$ cat src/rtl/bht_update_sched_pkg.sv
// Shared types, constants and the 2-bit saturating counter rule for the BHT update scheduler.
package bht_update_sched_pkg;

  localparam int unsigned DEFAULT_VLEN = 32;

  typedef struct packed {
    int unsigned VLEN;
    logic        RVC;
    int unsigned INSTR_PER_FETCH;
  } cva6_cfg_t;

  localparam cva6_cfg_t cva6_cfg_empty = '{VLEN: DEFAULT_VLEN, RVC: 1'b1, INSTR_PER_FETCH: 2};

  typedef struct packed {
    logic                    valid;
    logic [DEFAULT_VLEN-1:0] pc;
    logic                    taken;
  } bht_update_t;

  typedef struct packed {
    logic       valid;
    logic [1:0] saturation_counter;
  } bht_t;

  localparam bht_t BHT_FLUSH_ENTRY = '{valid: 1'b0, saturation_counter: 2'b10};

  typedef enum logic {
    FLUSH,
    RUN
  } state_e;

  function automatic bht_t bht_sat_update(bht_t old, logic taken);
    bht_t upd;
    upd.valid = 1'b1;
    if (old.saturation_counter == 2'b11 && taken) begin
      upd.saturation_counter = 2'b11;
    end else if (old.saturation_counter == 2'b00 && !taken) begin
      upd.saturation_counter = 2'b00;
    end else if (taken) begin
      upd.saturation_counter = old.saturation_counter + 2'b01;
    end else begin
      upd.saturation_counter = old.saturation_counter - 2'b01;
    end
    return upd;
  endfunction

endpackage

$ cat src/rtl/bht_update_sched_if.sv
// Bundle of the update-side inputs and BHT RAM port signals; master is the scheduler, slave the environment.
interface bht_update_sched_if #(
  parameter int unsigned NR_ROWS = 512,
  parameter int unsigned IPF     = 2
);
  import bht_update_sched_pkg::*;

  localparam int unsigned ROW_BITS = $clog2(NR_ROWS);

  logic                flush_bp_i;
  logic                debug_mode_i;
  bht_update_t         bht_update_i;
  logic [ROW_BITS-1:0] tbl_raddr_o;
  logic [IPF*3-1:0]    tbl_rdata_i;
  logic                tbl_we_o;
  logic [ROW_BITS-1:0] tbl_waddr_o;
  logic [IPF-1:0]      tbl_wbank_o;
  logic [2:0]          tbl_wdata_o;
  logic                flush_busy_o;
  logic                drop_o;

  modport master (
    input  flush_bp_i, debug_mode_i, bht_update_i, tbl_rdata_i,
    output tbl_raddr_o, tbl_we_o, tbl_waddr_o, tbl_wbank_o, tbl_wdata_o, flush_busy_o, drop_o
  );

  modport slave (
    output flush_bp_i, debug_mode_i, bht_update_i, tbl_rdata_i,
    input  tbl_raddr_o, tbl_we_o, tbl_waddr_o, tbl_wbank_o, tbl_wdata_o, flush_busy_o, drop_o
  );

endinterface

$ cat src/rtl/bht_update_sched_fifo.sv
// Small synchronous FIFO holding pending branch updates; a push into a full queue is accepted
// when a pop happens in the same cycle.
module bht_update_fifo #(
  parameter int unsigned DEPTH = 4,
  parameter int unsigned WIDTH = 8
) (
  input  logic             clk_i,
  input  logic             rst_i,
  input  logic             flush_i,
  input  logic             push_i,
  input  logic [WIDTH-1:0] data_i,
  input  logic             pop_i,
  output logic [WIDTH-1:0] data_o,
  output logic             full_o,
  output logic             empty_o
);
  localparam int unsigned PTR_W = $clog2(DEPTH);
  localparam logic [PTR_W-1:0] PTR_ONE = PTR_W'(1);
  localparam logic [PTR_W:0] CNT_ONE = (PTR_W + 1)'(1);
  localparam logic [PTR_W:0] FULL_CNT = (PTR_W + 1)'(DEPTH);

  logic [WIDTH-1:0] mem_q [DEPTH];
  logic [WIDTH-1:0] mem_d [DEPTH];
  logic [PTR_W-1:0] wr_ptr_q, wr_ptr_d, rd_ptr_q, rd_ptr_d;
  logic [PTR_W:0]   count_q, count_d;
  logic             do_push, do_pop;

  assign full_o  = (count_q == FULL_CNT);
  assign empty_o = (count_q == '0);
  assign data_o  = mem_q[rd_ptr_q];

  always_comb begin
    mem_d    = mem_q;
    wr_ptr_d = wr_ptr_q;
    rd_ptr_d = rd_ptr_q;
    count_d  = count_q;
    do_pop   = pop_i && !empty_o;
    do_push  = push_i && (!full_o || do_pop);
    if (flush_i) begin
      wr_ptr_d = '0;
      rd_ptr_d = '0;
      count_d  = '0;
    end else begin
      if (do_push) begin
        mem_d[wr_ptr_q] = data_i;
        wr_ptr_d        = wr_ptr_q + PTR_ONE;
      end
      if (do_pop) begin
        rd_ptr_d = rd_ptr_q + PTR_ONE;
      end
      if (do_push && !do_pop) begin
        count_d = count_q + CNT_ONE;
      end else if (!do_push && do_pop) begin
        count_d = count_q - CNT_ONE;
      end
    end
  end

  always_ff @(posedge clk_i) begin
    mem_q <= mem_d;
    if (rst_i) begin
      wr_ptr_q <= '0;
      rd_ptr_q <= '0;
      count_q  <= '0;
    end else begin
      wr_ptr_q <= wr_ptr_d;
      rd_ptr_q <= rd_ptr_d;
      count_q  <= count_d;
    end
  end

endmodule

$ cat src/rtl/bht_update_sched.sv
// Single writer for the BHT RAM: row-by-row flush walk, then a 2-stage read-modify-write
// pipeline for queued branch updates with a 1-deep forward of the last written counter.
module bht_update_sched
  import bht_update_sched_pkg::*;
#(
  parameter cva6_cfg_t   CVA6Cfg     = cva6_cfg_empty,
  parameter int unsigned NR_ROWS     = 512,
  parameter int unsigned QUEUE_DEPTH = 4
) (
  input logic                clk_i,
  input logic                rst_i,
  bht_update_sched_if.master bus
);
  localparam int unsigned IPF      = CVA6Cfg.INSTR_PER_FETCH;
  localparam int unsigned ROW_BITS = $clog2(NR_ROWS);
  localparam int unsigned AB       = $clog2(IPF);
  localparam int unsigned OFFSET   = CVA6Cfg.RVC ? 1 : 2;
  localparam int unsigned BANK_W   = (AB > 0) ? AB : 1;
  localparam int unsigned ENTRY_W  = ROW_BITS + BANK_W + 1;
  localparam logic [ROW_BITS-1:0] LAST_ROW = ROW_BITS'(NR_ROWS - 1);
  localparam logic [ROW_BITS-1:0] ROW_ONE  = ROW_BITS'(1);

  typedef struct packed {
    logic [ROW_BITS-1:0] row;
    logic [BANK_W-1:0]   bank;
    logic                taken;
  } entry_t;

  state_e              state_q, state_d;
  logic [ROW_BITS-1:0] walk_q, walk_d;
  logic                s1_valid_q, s1_valid_d;
  entry_t              s1_q, s1_d;
  logic                fwd_valid_q, fwd_valid_d;
  logic [ROW_BITS-1:0] fwd_row_q, fwd_row_d;
  logic [BANK_W-1:0]   fwd_bank_q, fwd_bank_d;
  logic [1:0]          fwd_ctr_q, fwd_ctr_d;
  logic                drop_q, drop_d;

  entry_t              push_entry, head;
  logic                push, pop, full, empty, push_req, run, we, unused_pc;
  logic [ROW_BITS-1:0] waddr;
  logic [IPF-1:0]      wbank;
  bht_t                wdata, old_entry, new_entry;

  assign unused_pc = ^bus.bht_update_i.pc;

  always_comb begin
    push_entry.row   = bus.bht_update_i.pc[AB+OFFSET +: ROW_BITS];
    push_entry.bank  = '0;
    push_entry.taken = bus.bht_update_i.taken;
    if (CVA6Cfg.RVC && AB > 0) begin
      push_entry.bank = bus.bht_update_i.pc[OFFSET +: BANK_W];
    end
  end

  bht_update_fifo #(
    .DEPTH(QUEUE_DEPTH),
    .WIDTH(ENTRY_W)
  ) u_fifo (
    .clk_i  (clk_i),
    .rst_i  (rst_i),
    .flush_i(bus.flush_bp_i),
    .push_i (push),
    .data_i (push_entry),
    .pop_i  (pop),
    .data_o (head),
    .full_o (full),
    .empty_o(empty)
  );

  always_comb begin
    state_d     = state_q;
    walk_d      = walk_q;
    s1_valid_d  = 1'b0;
    s1_d        = head;
    fwd_valid_d = 1'b0;
    fwd_row_d   = s1_q.row;
    fwd_bank_d  = s1_q.bank;
    fwd_ctr_d   = fwd_ctr_q;
    we          = 1'b0;
    waddr       = walk_q;
    wbank       = '0;
    wdata       = BHT_FLUSH_ENTRY;
    old_entry   = bus.tbl_rdata_i[3*s1_q.bank +: 3];
    new_entry   = old_entry;
    run         = (state_q == RUN);
    pop         = run && !empty && !bus.flush_bp_i;
    push_req    = bus.bht_update_i.valid && !bus.debug_mode_i && !bus.flush_bp_i;
    push        = push_req && (!full || pop);
    drop_d      = push_req && full && !pop;

    if (!run) begin
      we     = 1'b1;
      wbank  = '1;
      walk_d = walk_q + ROW_ONE;
      if (walk_q == LAST_ROW) begin
        state_d = RUN;
      end
    end else if (s1_valid_q) begin
      // RAM returns pre-write data, so a back-to-back hit must take last cycle's result
      if (fwd_valid_q && fwd_row_q == s1_q.row && fwd_bank_q == s1_q.bank) begin
        old_entry.saturation_counter = fwd_ctr_q;
      end
      new_entry          = bht_sat_update(old_entry, s1_q.taken);
      we                 = 1'b1;
      waddr              = s1_q.row;
      wbank[s1_q.bank]   = 1'b1;
      wdata              = new_entry;
      fwd_valid_d        = 1'b1;
      fwd_ctr_d          = new_entry.saturation_counter;
    end
    s1_valid_d = pop;

    if (bus.flush_bp_i) begin
      state_d     = FLUSH;
      walk_d      = '0;
      s1_valid_d  = 1'b0;
      fwd_valid_d = 1'b0;
      if (run) begin
        we = 1'b0;
      end
    end
  end

  always_ff @(posedge clk_i) begin
    if (rst_i) begin
      state_q     <= FLUSH;
      walk_q      <= '0;
      s1_valid_q  <= 1'b0;
      s1_q        <= '0;
      fwd_valid_q <= 1'b0;
      fwd_row_q   <= '0;
      fwd_bank_q  <= '0;
      fwd_ctr_q   <= '0;
      drop_q      <= 1'b0;
    end else begin
      state_q     <= state_d;
      walk_q      <= walk_d;
      s1_valid_q  <= s1_valid_d;
      s1_q        <= s1_d;
      fwd_valid_q <= fwd_valid_d;
      fwd_row_q   <= fwd_row_d;
      fwd_bank_q  <= fwd_bank_d;
      fwd_ctr_q   <= fwd_ctr_d;
      drop_q      <= drop_d;
    end
  end

  assign bus.tbl_raddr_o  = head.row;
  assign bus.tbl_we_o     = we && !rst_i;
  assign bus.tbl_waddr_o  = waddr;
  assign bus.tbl_wbank_o  = wbank;
  assign bus.tbl_wdata_o  = wdata;
  assign bus.flush_busy_o = rst_i || (state_q != RUN);
  assign bus.drop_o       = drop_q && !rst_i;

endmodule

$ cat src/flat_wrapper.sv
// flat-port wrapper written by rule: the top's interface ports become plain ports
module bht_update_sched_flat import bht_update_sched_pkg::*;
#(
  parameter cva6_cfg_t   CVA6Cfg     = cva6_cfg_empty,
  parameter int unsigned NR_ROWS     = 512,
  parameter int unsigned QUEUE_DEPTH = 4
)
  (clk_i, rst_i, bus_flush_bp_i, bus_debug_mode_i, bus_bht_update_i, bus_tbl_rdata_i, bus_tbl_raddr_o, bus_tbl_we_o, bus_tbl_waddr_o, bus_tbl_wbank_o, bus_tbl_wdata_o, bus_flush_busy_o, bus_drop_o);
  bht_update_sched_if #(.NR_ROWS(NR_ROWS), .IPF((2))) bus_i ();
  input logic clk_i;
  input logic rst_i;
  input wire logic [$bits(bus_i.flush_bp_i)-1:0] bus_flush_bp_i;
  input wire logic [$bits(bus_i.debug_mode_i)-1:0] bus_debug_mode_i;
  input wire logic [$bits(bus_i.bht_update_i)-1:0] bus_bht_update_i;
  input wire logic [$bits(bus_i.tbl_rdata_i)-1:0] bus_tbl_rdata_i;
  output wire logic [$bits(bus_i.tbl_raddr_o)-1:0] bus_tbl_raddr_o;
  output wire logic [$bits(bus_i.tbl_we_o)-1:0] bus_tbl_we_o;
  output wire logic [$bits(bus_i.tbl_waddr_o)-1:0] bus_tbl_waddr_o;
  output wire logic [$bits(bus_i.tbl_wbank_o)-1:0] bus_tbl_wbank_o;
  output wire logic [$bits(bus_i.tbl_wdata_o)-1:0] bus_tbl_wdata_o;
  output wire logic [$bits(bus_i.flush_busy_o)-1:0] bus_flush_busy_o;
  output wire logic [$bits(bus_i.drop_o)-1:0] bus_drop_o;
  assign bus_i.flush_bp_i = bus_flush_bp_i;
  assign bus_i.debug_mode_i = bus_debug_mode_i;
  assign bus_i.bht_update_i = bus_bht_update_i;
  assign bus_i.tbl_rdata_i = bus_tbl_rdata_i;
  assign bus_tbl_raddr_o = bus_i.tbl_raddr_o;
  assign bus_tbl_we_o = bus_i.tbl_we_o;
  assign bus_tbl_waddr_o = bus_i.tbl_waddr_o;
  assign bus_tbl_wbank_o = bus_i.tbl_wbank_o;
  assign bus_tbl_wdata_o = bus_i.tbl_wdata_o;
  assign bus_flush_busy_o = bus_i.flush_busy_o;
  assign bus_drop_o = bus_i.drop_o;
  bht_update_sched #(.CVA6Cfg(CVA6Cfg), .NR_ROWS(NR_ROWS), .QUEUE_DEPTH(QUEUE_DEPTH)) u_core (.clk_i(clk_i), .rst_i(rst_i), .bus(bus_i));
endmodule
$ cat config.mk
export PLATFORM = sky130hd
export DESIGN_NAME = bht_update_sched_flat
export DESIGN_NICKNAME = d
export VERILOG_FILES = /design/src/rtl/bht_update_sched_pkg.sv /design/src/rtl/bht_update_sched_if.sv /design/src/rtl/bht_update_sched_fifo.sv /design/src/rtl/bht_update_sched.sv /design/src/flat_wrapper.sv
export SDC_FILE = /design/constraint.sdc
export NUM_CORES = 1
export LEC_CHECK = 0
export BUFFER_PORTS_ARGS = -buffer_cell sky130_fd_sc_hd__buf_2
export CAP_MARGIN = 15
export CORE_MARGIN = 2
export CORE_UTILIZATION = 54
export CTS_CLUSTER_SIZE = 24
export DETAILED_ROUTE_END_ITERATION = 10
export PLACE_DENSITY = 0.87
export SETUP_SLACK_MARGIN = 0.1
export SLEW_MARGIN = 10
export SYNTH_ARGS = -nofsm -noshare
export SYNTH_HDL_FRONTEND = slang
export SYNTH_HIERARCHICAL = 1
export SYNTH_SLANG_ARGS = --single-unit
$ cat constraint.sdc
create_clock -name clk_i -period 3.2 [get_ports clk_i]
set_input_delay 0.16 -clock clk_i [delete_from_list [all_inputs] [get_ports clk_i]]
set_output_delay 0.16 -clock clk_i [all_outputs]
set_load 0.03 [all_outputs]
==> impl_metrics.py, run 1 <==
metrics = {
    "min_path": {
        "min_path_cells": 1,
        "hold_class": "primary input to register",
    },
    "placed_design": {
        "post-dp-hpwl_um": 4330,
        "port-buffer-count": 45,
        "gp_congestion": 0.783,
    },
    "timing": {
        "slew_viol_final": 0,
        "slew_headroom_pct": 45.0,
        "worst_pin_slew_ns": 0.824,
        "setup_viol": 0,
        "fin_crit_sh_pct": 85.0,
        "finalHoldViolCount": 0,
        "max_freq_mhz": 367,
        "fin_crit_ns": 2.72,
        "rsz0062_at_grt": "no",
        "timing.clock.skew_ns": 0.0102,
        "finalSetupTns_ns": 0,
    },
    "drt": {
        "dr.pass1.iters": 4,
        "drcViolationCount": 0,
        "routed_wl_um": 6040,
        "ant_nets": 0,
        "routedWlPerCell_um": 15.2,
        "drtIter0Drc": 139,
        "viasPerCell": 5.32,
        "routed-via-count": 2107,
    },
    "synthesis": {
        "synth_nets": 313,
        "synth_area_um2": 3570,
        "yosys_warnings": 6,
        "ys.flop_type": "edfxtp_1",
        "synth_cell_types": 37,
        "synthArstFlopShare_pct": 0,
        "synth_edf_count": 44,
        "syn_inst": 259,
        "syn_area_per_cell_um2": 13.8,
        "synth-seq-cells": 87,
        "ys_seq_area_share_pct": 61.1,
    },
    "pwr": {
        "leakage_uw": 0.00155,
        "clkPwrFrac_pct": 37.2,
        "p_int_uw": 1590,
        "finalPower_uw": 2040,
        "p_sw_uw": 450,
        "seq_power_share_pct": 58.5,
        "swShare_pct": 22.0,
        "ir_drop_v": 0.000439,
        "p_per_area_nw_per_um2": 495,
        "combPwrFrac_pct": 4.3,
    },
    "final_layout": {
        "n_antenna_cell": 0,
        "final_core_util_pct": 64.5,
        "fin_nets": 368,
        "layout-drive-gt1-share_pct": 29.5,
        "fillers": 472,
        "mostFrequentLayoutCell": "buf_2",
        "layout_common_cells": "45 x buf_2, 44 x edfxtp_1, 43 x dfxtp_1, 23 x nor2b_1, 21 x nor2_1",
        "area_growth_pct": 15.3,
    },
    "global_route": {
        "overflow": 0,
        "grt_pass1_vias": 2035,
        "grt_max_degree": 30,
        "antenna_found_initial": 0,
        "grt_pass1_wl_um": 9890,
        "groute.usage.overall_pct": 18.0,
    },
    "floorplanning": {
        "die-area_um2": 7280,
        "core_area_um2": 6390,
        "num_rows": 29,
        "die_h_um": 85.3,
        "initial_core_util_pct": 55.9,
        "ioPinCount": 70,
        "die_w_um": 85.3,
    },
    "worst_setup_path": {
        "cp.arrival_ns": 3.00,
        "worstPathRequired_ns": 3.48,
        "path_depth": 12,
        "timing.critical_path.mode_cell": "inv_1",
        "worst_setup_path_end_kind": "register",
        "rr_worst_depth": 12,
        "path_max_fanout": 8,
        "crit_family": "simple AND/OR/NAND/NOR gates",
        "start_kind": "register",
        "cp.buffers_inverters": 2,
        "cpPeakStageDelay_ns": 0.51,
        "cp_slowest_cell": "dfxtp_1",
        "crit_type": "register to register",
        "path_cells": "nor3_1, nor2_1, nand2_1, a211oi_2, nand2_2, inv_1, ha_1, inv_1, fa_1, xor2_1, or3_1, a21oi_1",
    },
    "clock_network": {
        "cts_buffers": 9,
        "tritoncts": "done",
        "h-tree-depth": 3,
        "cts-root-buf": "clkbuf_8",
        "cts_max_path_buffers": 2,
        "clkSlewWorstSetupHoldPaths_ns": 0.09,
        "clock_latency_ns": 0.35,
        "cts_sinks": 87,
        "post_cts_buffers": 0,
    },
    "outcome": {
        "outcome": "complete, no violations",
    },
    "flow_run": {
        "cap_viol_max_count": 0,
    },
}
-- power by group through the flow --
stage | logic (µW) | registers (µW) | clock network (µW)
floorplan | 54.2 | 1220 | 0
global placement | 81.6 | 1220 | 0
detailed placement | 85.7 | 1220 | 0
CTS | 88.3 | 1190 | 785
global route | 96.7 | 1200 | 837
finish | 88.1 | 1190 | 758
-- per-stage QoR --
| step | cells | hold slack [ns] | instance area (µm²) | setup WS [ns] |
|---|---|---|---|---|
| after detailed placement | 378 | 0.377 | 3890 | 0.325 |
| after floorplan | 259 | 0.232 | 3570 | 0.596 |
| after CTS | 396 | 0.00139 | 4110 | 0.300 |
| after global routing | 396 | 0.00341 | 4120 | 0.241 |
| final | 396 | 0.0216 | 4120 | 0.479 |
| after global placement | 378 | 0.370 | 3890 | 0.402 |
-- sequential cells by signal, indices dropped and copies added (netlist names), 2 cells and up --
name / cells
u_core/u_fifo/count_q: 3
u_core/u_fifo/mem_q: 44
u_core/walk_q: 9
u_core/fwd_row_q: 9
u_core/u_fifo/rd_ptr_q: 2
u_core/fwd_row_d: 9
u_core/u_fifo/wr_ptr_q: 2
u_core/fwd_ctr_q: 2
-- final timing paths --
kind	from	to	slack, ns
min reg2reg	u_core/fwd_ctr_q[1]$_SDFFE_PP0P_	u_core/fwd_ctr_q[1]$_SDFFE_PP0P_	0.50
min	bus_bht_update_i[2]	u_core/u_fifo/mem_q[1]$_DFFE_PP_	0.02
max	u_core/u_fifo/count_q[0]$_SDFFE_PP0P_	u_core/u_fifo/count_q[2]$_SDFFE_PP0P_	0.48
max reg2reg	u_core/u_fifo/count_q[0]$_SDFFE_PP0P_	u_core/u_fifo/count_q[2]$_SDFFE_PP0P_	0.48
-- repair_timing --
action,in CTS,in global routing
hold buffers,2,0
setup endpoints to repair,0,1
hold endpoints to repair,8,0
resized for setup,0,1
-- cell usage after synthesis, types with 3 or more instances --
master | n | area [µm²]
o21ai_0 | 5 | 25.0
nor3b_1 | 5 | 37.5
dfxtp_1 | 43 | 861
buf_2 | 3 | 15.0
xor2_1 | 8 | 70.1
mux2_2 | 11 | 124
a21oi_1 | 6 | 30.0
mux2i_1 | 5 | 50.1
nor2_1 | 21 | 78.8
xnor2_1 | 12 | 105
edfxtp_1 | 44 | 1320
nand2_1 | 9 | 33.8
inv_1 | 9 | 33.8
nor3_1 | 3 | 15.0
nor2b_1 | 23 | 144
clkbuf_1 | 4 | 15.0
mux4_2 | 10 | 225
nand2b_1 | 3 | 18.8
ha_1 | 7 | 87.6
fa_1 | 3 | 60.1
nand3_1 | 5 | 25.0
-- final cells by class --
class | count | area (µm²) | area share (%)
clock inverters | 7 | 78.8 | 1.91
repair buffers | 52 | 283 | 6.87
multi-input cells | 155 | 1320 | 32.1
clock buffers | 9 | 124 | 3.01
well taps | 77 | 96.3 | 2.34
inverters | 9 | 33.8 | 0.820
flip-flops and latches | 87 | 2180 | 53.0
-- kinds of logic after synthesis --
family                     share of synthesized area, %
AOI/OAI and AO/OA                                  2.42
xor gates and xnor gates                           4.90
adders and majority gates                          4.13
buffers and inverters                              2.10
DFF                                                61.1
muxes                                              12.3
and+or+nand+nor                                    13.0
-- layer usage --
metal / part of all wire (%) / routed length (µm) / vias to the layer above / GRT usage, %
met5: 0 / 0 / - / 0
met3: 4.4 / 263 / 4 / 5.84
met4: 0.85 / 51 / 0 / 5.19
met1: 43 / 2620 / 1035 / 23.4
met2: 51 / 3100 / 37 / 29.3
li1: - / - / 1031 / -
Power figures use the tool's default switching activity.
==> inputs of run 2 (changes only) <==
--- a/config.mk
+++ b/config.mk
@@ -10,6 +10,6 @@
 export CORE_MARGIN = 2
-export CORE_UTILIZATION = 54
+export CORE_UTILIZATION = 55
 export CTS_CLUSTER_SIZE = 24
 export DETAILED_ROUTE_END_ITERATION = 10
-export PLACE_DENSITY = 0.87
+export PLACE_DENSITY = 0.88
 export SETUP_SLACK_MARGIN = 0.1
@@ -18,3 +18,2 @@
 export SYNTH_HDL_FRONTEND = slang
-export SYNTH_HIERARCHICAL = 1
 export SYNTH_SLANG_ARGS = --single-unit
==> constraint.sdc (replaced) <==
create_clock -name clk_i -period 3.2 [get_ports clk_i]
set_input_delay 0.48 -clock clk_i [delete_from_list [all_inputs] [get_ports clk_i]]
set_output_delay 0.48 -clock clk_i [all_outputs]
set_load 0.03 [all_outputs]
==> run 2 against run 1 <==
Clock skew shrank 0.0018 ns; sequential share of layout area shrank 1.1 points; critical path depth decreased by 8; synthesized cell count rose by 10%; setup slack worse by 0.055 ns; global-route usage increased by 1.9 points; largest cell class unchanged; critical endpoint is now bus_tbl_waddr_o[0].
==> impl_metrics.py, run 2 <==
metrics = {
    "outcome": {
        "outcome": "complete, no violations",
    },
    "clock_network": {
        "cts_buffers": 9,
        "tritoncts": "done",
        "cts-root-buf": "clkbuf_8",
        "h-tree-depth": 3,
        "cts_max_path_buffers": 2,
        "cts_resized": 0,
        "cts_sinks": 87,
        "holdBufCountCts": 0,
        "clkSlewWorstSetupHoldPaths_ns": 0.08,
        "clock_latency_ns": 0.35,
        "post_cts_buffers": 0,
    },
    "global_route": {
        "grt_pass1_vias": 2251,
        "grt_pass1_wl_um": 11000,
        "overflow": 0,
        "groute.usage.overall_pct": 19.9,
        "met3_usage_pct": 4.00,
        "globalRoute.busiestLayer": "met2",
        "antenna_found_initial": 0,
        "met2_usage_pct": 34.9,
        "grt_max_degree": 33,
        "use_met1_pct": 22.6,
    },
    "synthesis": {
        "yosys_warnings": 0,
        "synth_mux_area_share_pct": 11.4,
        "synth_area_leaders": "edfxtp_1 35%, dfxtp_1 23%, mux4_2 6.6%, nor2b_1 3.8%, mux2_2 2.7%",
        "synth_top_area_share_pct": 35.1,
        "synth_top_area_cell": "edfxtp_1",
        "synth_cell_types": 47,
        "synth_fa_ha_area_share_pct": 3.66,
        "syn_area_per_cell_um2": 13.2,
        "synth_most_common_cell": "edfxtp_1",
        "yosys.area_share.simple_pct": 13.6,
        "synthArstFlopShare_pct": 0,
        "synth_nets": 338,
        "synth_compound_area_share_pct": 2.96,
        "synth_top_family_by_area": "simple AND/OR/NAND/NOR gates",
        "synth_area_um2": 3760,
        "ys_top_cells_by_count": "44 x edfxtp_1, 43 x dfxtp_1, 27 x nor2_1",
        "synthXorXnorAreaFrac_pct": 6.21,
        "syn_inst": 286,
        "synth_edf_count": 44,
        "ys.flop_type": "edfxtp_1",
        "ys_seq_area_share_pct": 58.0,
        "synth-seq-cells": 87,
    },
    "drt": {
        "ant_nets": 0,
        "dr.pass1.iters": 4,
        "viasPerCell": 5.47,
        "drtIter0Drc": 170,
        "routed_wl_um": 7030,
        "drcViolationCount": 0,
        "routed-via-count": 2238,
        "routedWlPerCell_um": 17.2,
    },
    "worst_setup_path": {
        "start_kind": "register",
        "reg2reg_slack_ns": 0.58,
        "rr_worst_depth": 9,
        "cp.arrival_ns": 2.30,
        "worst_setup_path_end_kind": "primary output",
        "cp_slowest_cell": "dfxtp_1",
        "rr_endpoint": "u_core.u_fifo.count_q[2]$_SDFFE_PP0P_",
        "reg2reg_from": "u_core.run$_SDFF_PP0_",
        "cpPeakStageDelay_ns": 0.63,
        "path_cells": "nand2_1, inv_1, mux2_2, buf_2",
        "cp.buffers_inverters": 2,
        "crit_type": "register to primary output",
        "path_max_fanout": 13,
        "crit_family": "flip-flops",
        "worstPathRequired_ns": 2.72,
    },
    "floorplanning": {
        "die_h_um": 86.7,
        "num_rows": 30,
        "initial_core_util_pct": 56.0,
        "die-area_um2": 7520,
        "core_area_um2": 6720,
        "ioPinCount": 70,
        "die_w_um": 86.7,
    },
    "timing": {
        "worst_pin_slew_ns": 0.709,
        "finalHoldViolCount": 0,
        "fin_crit_ns": 2.78,
        "max_freq_mhz": 360,
        "slew_viol_final": 0,
        "timing.clock.skew_ns": 0.00838,
        "slew_headroom_pct": 52.0,
        "setup_viol": 0,
        "fin_crit_sh_pct": 86.8,
        "finalSetupTns_ns": 0,
        "setup_ws_ns": 0.423,
        "rsz0062_at_grt": "no",
    },
    "pwr": {
        "ir_drop_v": 0.000399,
        "leakage_uw": 0.00153,
        "finalPower_uw": 2130,
        "p_per_area_nw_per_um2": 506,
    },
    "min_path": {
        "min_path_cells": 1,
        "hold_end": "u_core.u_fifo.mem_q[35]$_DFFE_PP_",
        "min_from": "bus_bht_update_i[3]",
        "hold_class": "primary input to register",
    },
    "final_layout": {
        "layout-drive-gt1-share_pct": 28.3,
        "mostFrequentLayoutCell": "buf_2",
        "largest_register": "u_core.u_fifo.mem_q",
        "fin_nets": 376,
        "layout_common_cells": "45 x buf_2, 44 x edfxtp_1, 43 x dfxtp_1, 27 x nor2_1, 23 x nor2b_1",
        "final_core_util_pct": 62.6,
        "largest_reg_flops": 44,
        "area_growth_pct": 11.7,
        "n_antenna_cell": 0,
    },
    "flow_run": {
        "cap_viol_max_count": 0,
    },
    "placed_design": {
        "port-buffer-count": 45,
        "post-dp-hpwl_um": 4940,
        "gp_congestion": 0.829,
        "pre_cts_ws_ns": 0.624,
    },
}
-- run 2: layout make-up --
class | instances | area [µm²]
Fill cell | 473 | 2510
Sequential cell | 87 | 2180
Multi-Input combinational cell | 169 | 1430
Timing Repair Buffer | 47 | 240
Clock buffer | 9 | 124
Tap cell | 80 | 100
Clock inverter | 7 | 95.1
Inverter | 10 | 37.5
-- run 2: routing by layer --
metal  wire length [µm]  part of all wire, %  up-vias
met5                  0                    0        -
met4                191                  2.7        0
met3                220                  3.1       12
met2               3850                   55       59
met1               2770                   39     1088
li1                   -                    -     1079
-- run 2: worst max path at each step --
stage,startpoint,slack [ns],cells after the start,to
2_1_floorplan,bus_flush_bp_i,0.83,8,u_core.u_fifo.count_q[2]$_SDFFE_PP0P_
3_3_place_gp,u_core.run$_SDFF_PP0_,0.73,9,u_core.u_fifo.count_q[2]$_SDFFE_PP0P_
3_5_place_dp,u_core.run$_SDFF_PP0_,0.62,9,u_core.u_fifo.count_q[2]$_SDFFE_PP0P_
4_1_cts,u_core.run$_SDFF_PP0_,0.40,4,bus_tbl_waddr_o[0]
5_1_grt,u_core.run$_SDFF_PP0_,0.26,4,bus_tbl_waddr_o[0]
6_report,u_core.run$_SDFF_PP0_,0.42,4,bus_tbl_waddr_o[0]
-- run 2: logic make-up after synthesis --
kind of cell	count (synthesis)
xor+xnor	22
buf+inv	30
mux	28
simple gates	93
compound gates	15
fa+ha+maj	11
flops	87
-- run 2: worst register-to-register path: stages, from the launching register on --
cell      delay [ns]
dfxtp_1         0.63
nand2b_1        0.18
a311oi_2        0.31
buf_4           0.21
ha_1            0.19
inv_1           0.06
fa_1            0.37
xor2_1          0.15
or3_1           0.30
a21oi_1         0.14
-- run 2: where the power goes --
part	total, µW	switching (µW)	leakage [µW]	internal, µW
logic	109	63.2	0.000668	46.1
clock network	818	376	0.000112	442
registers	1200	15.0	0.000749	1190
total	2130	454	0.00153	1670
-- run 2: per-stage QoR --
step	hold slack, ns	cells	area [µm²]
floorplan	0.459	286	3760
global placement	0.476	393	3990
detailed placement	0.485	393	3990
CTS	0.325	409	4200
global route	0.327	409	4200
finish	0.348	409	4200
==> inputs of run 3 (changes only) <==
CORE_UTILIZATION = 40   (was 55)
PLACE_DENSITY = 0.72   (was 0.88)
SLEW_MARGIN = default   (was 10)
clock period = 2.3 ns   (was 3.2 ns; I/O delays follow)
==> run 3 against run 2 <==
The run now ends with negative setup slack left; non-clock buffer count up 42; die area grew 36%; via count is 6.7% higher; hold slack worse by 0.14 ns; clock skew is 0.0012 ns lower; sequential share of layout area shrank 4.8 points; register-to-register slack got worse by 0.52 ns; clock-buffer cell count up 4; largest cell class unchanged; highest routed layer unchanged.
==> impl_metrics.py, run 3 (same netlist as run 2, synthesis figures left out) <==
metrics = {
    "timing": {
        "hold_slack_ns": 0.209,
        "worst_pin_slew_ns": 0.509,
        "slew_viol_final": 0,
        "timing.clock.skew_ns": 0.00714,
        "slew_headroom_pct": 66.0,
        "fin_crit_sh_pct": 100,
        "setup_viol": 1,
        "rsz0062_at_grt": "yes",
        "max_freq_mhz": 434,
        "finalHoldViolCount": 0,
        "fin_crit_ns": 2.31,
        "finalSetupTns_ns": -0.00521,
        "setup_ws_ns": -0.00521,
    },
    "final_layout": {
        "fillers": 792,
        "layout_common_cells": "44 x edfxtp_1, 43 x buf_2, 42 x buf_4, 28 x dfxtp_1, 27 x nor2_1",
        "largest_reg_flops": 44,
        "layout-drive-gt1-share_pct": 43.9,
        "final_cells": 482,
        "largest_register": "u_core.u_fifo.mem_q",
        "mostFrequentLayoutCell": "edfxtp_1",
        "n_antenna_cell": 0,
        "area_growth_pct": 24.8,
        "final_area_um2": 4700,
        "fin_nets": 418,
    },
    "drt": {
        "drcViolationCount": 0,
        "dr.pass1.iters": 4,
        "viasPerCell": 4.96,
        "drtIter0Drc": 88,
        "routedWlPerCell_um": 14.9,
        "routed_wl_um": 7200,
        "routed-via-count": 2389,
        "ant_nets": 0,
    },
    "clock_network": {
        "h-tree-depth": 3,
        "cts_buffers": 9,
        "cts_sinks": 87,
        "cts_max_path_buffers": 2,
        "cts-root-buf": "clkbuf_8",
        "clock_latency_ns": 0.35,
        "clkSlewWorstSetupHoldPaths_ns": 0.08,
        "holdBufCountCts": 0,
        "tritoncts": "done",
    },
    "pwr": {
        "swShare_pct": 21.9,
        "ir_drop_v": 0.000461,
        "leakage_uw": 0.00175,
        "p_sw_uw": 614,
        "clkPwrFrac_pct": 32.1,
        "seq_power_share_pct": 59.8,
        "p_per_area_nw_per_um2": 596,
        "p_int_uw": 2180,
        "combPwrFrac_pct": 8.2,
    },
    "worst_setup_path": {
        "worst_setup_path_end_kind": "primary output",
        "crit_type": "register to primary output",
        "reg2reg_from": "u_core.fwd_row_d[6]$_SDFF_PP0_",
        "path_max_fanout": 2,
        "start_kind": "register",
        "crit_start": "u_core.fwd_row_q[4]$_SDFF_PP0_",
        "reg2reg_slack_ns": 0.06,
        "worstPathRequired_ns": 1.96,
        "cp.arrival_ns": 1.96,
    },
    "outcome": {
        "outcome": "finished, violations left",
        "violations": "negative setup slack",
    },
    "global_route": {
        "grt_pass1_vias": 2425,
        "overflow": 0,
        "grt_pass1_wl_um": 11600,
        "antenna_found_initial": 0,
        "groute.usage.overall_pct": 14.8,
        "grt_max_degree": 29,
    },
    "placed_design": {
        "pre_cts_ws_ns": 0.0142,
        "post-dp-hpwl_um": 4720,
        "gp_congestion": 0.865,
        "dp.cells": 438,
        "dpl_cell_area_um2": 4140,
        "port-buffer-count": 45,
    },
    "floorplanning": {
        "core_area_um2": 9200,
        "ioPinCount": 70,
        "die-area_um2": 10200,
        "die_h_um": 101,
        "die_w_um": 101,
        "initial_core_util_pct": 40.9,
        "num_rows": 35,
    },
    "flow_run": {
        "cap_viol_max_count": 0,
    },
    "min_path": {
        "min_from": "bus_bht_update_i[5]",
        "hold_class": "primary input to register",
    },
}
==> run 3: cell count changes in the layout (fill, tap and decap cells not counted), sizes merged <==
cell,previous run,this run
inv,12,9
buf,47,89
clkbuf,9,13
bufinv,2,0
clkinvlp,0,3
clkinv,3,1
==> run 3: metrics by stage <==
| step | total power (µW) | utilization [%] |
|---|---|---|
| 2_1_floorplan | 1810 | - |
| 3_3_place_gp | 1860 | 45.0 |
| 3_5_place_dp | 1870 | 45.0 |
| 4_1_cts | 2810 | 49.9 |
| 5_1_grt | 2930 | 51.1 |
| 6_report | 2800 | 51.1 |
==> run 3: worst paths after layout <==
| check | endpoint | cells after the start |
|---|---|---|
| max | bus_tbl_wdata_o[1] | 6 |
| max reg2reg | u_core.fwd_ctr_q[0]$_SDFFE_PP0P_ | 12 |
| min reg2reg | u_core.fwd_row_q[1]$_SDFF_PP0_ | 1 |
| min | u_core.u_fifo.mem_q[15]$_DFFE_PP_ | 1 |
==> run 3: power by group through the flow <==
stage               combinational, µW  sequential [µW]  clock, µW
floorplan                         113             1700          0
global placement                  158             1700          0
detailed placement                163             1710          0
CTS                               213             1670        929
global route                      247             1680       1000
finish                            228             1670        897
==> run 3: cell type report <==
class	count	area [µm²]	share of cell area, %
flip-flops and latches	87	2210	47.1
multi-input cells	169	1560	33.3
repair buffers	89	576	12.3
clock buffers	13	146	3.12
well taps	111	139	2.96
inverters	10	41.3	0.879
clock inverters	3	20.0	0.426
==> run 3: per-layer routing <==
layer | vias up | global-route usage [%] | wire length (µm)
met5 | - | 0 | 0
met4 | 0 | 6.13 | 130
met3 | 14 | 3.95 | 304
met2 | 48 | 25.4 | 3770
met1 | 1159 | 17.7 | 2990
li1 | 1168 | - | -
==> run 3: what timing repair did <==
action                     in CTS  in global routing
setup endpoints to repair      11                 14
gates resized for setup        31                 16
pin swaps                      18                  8
buffers inserted               23                  5
==> run 3: worst max-delay path, cell delays in order, from the launching register on <==
cell,delay (ns)
dfxtp_1,0.33
xnor2_2,0.20
nand4_2,0.14
or3_4,0.41
and3_4,0.17
a211o_1,0.23
buf_6,0.14
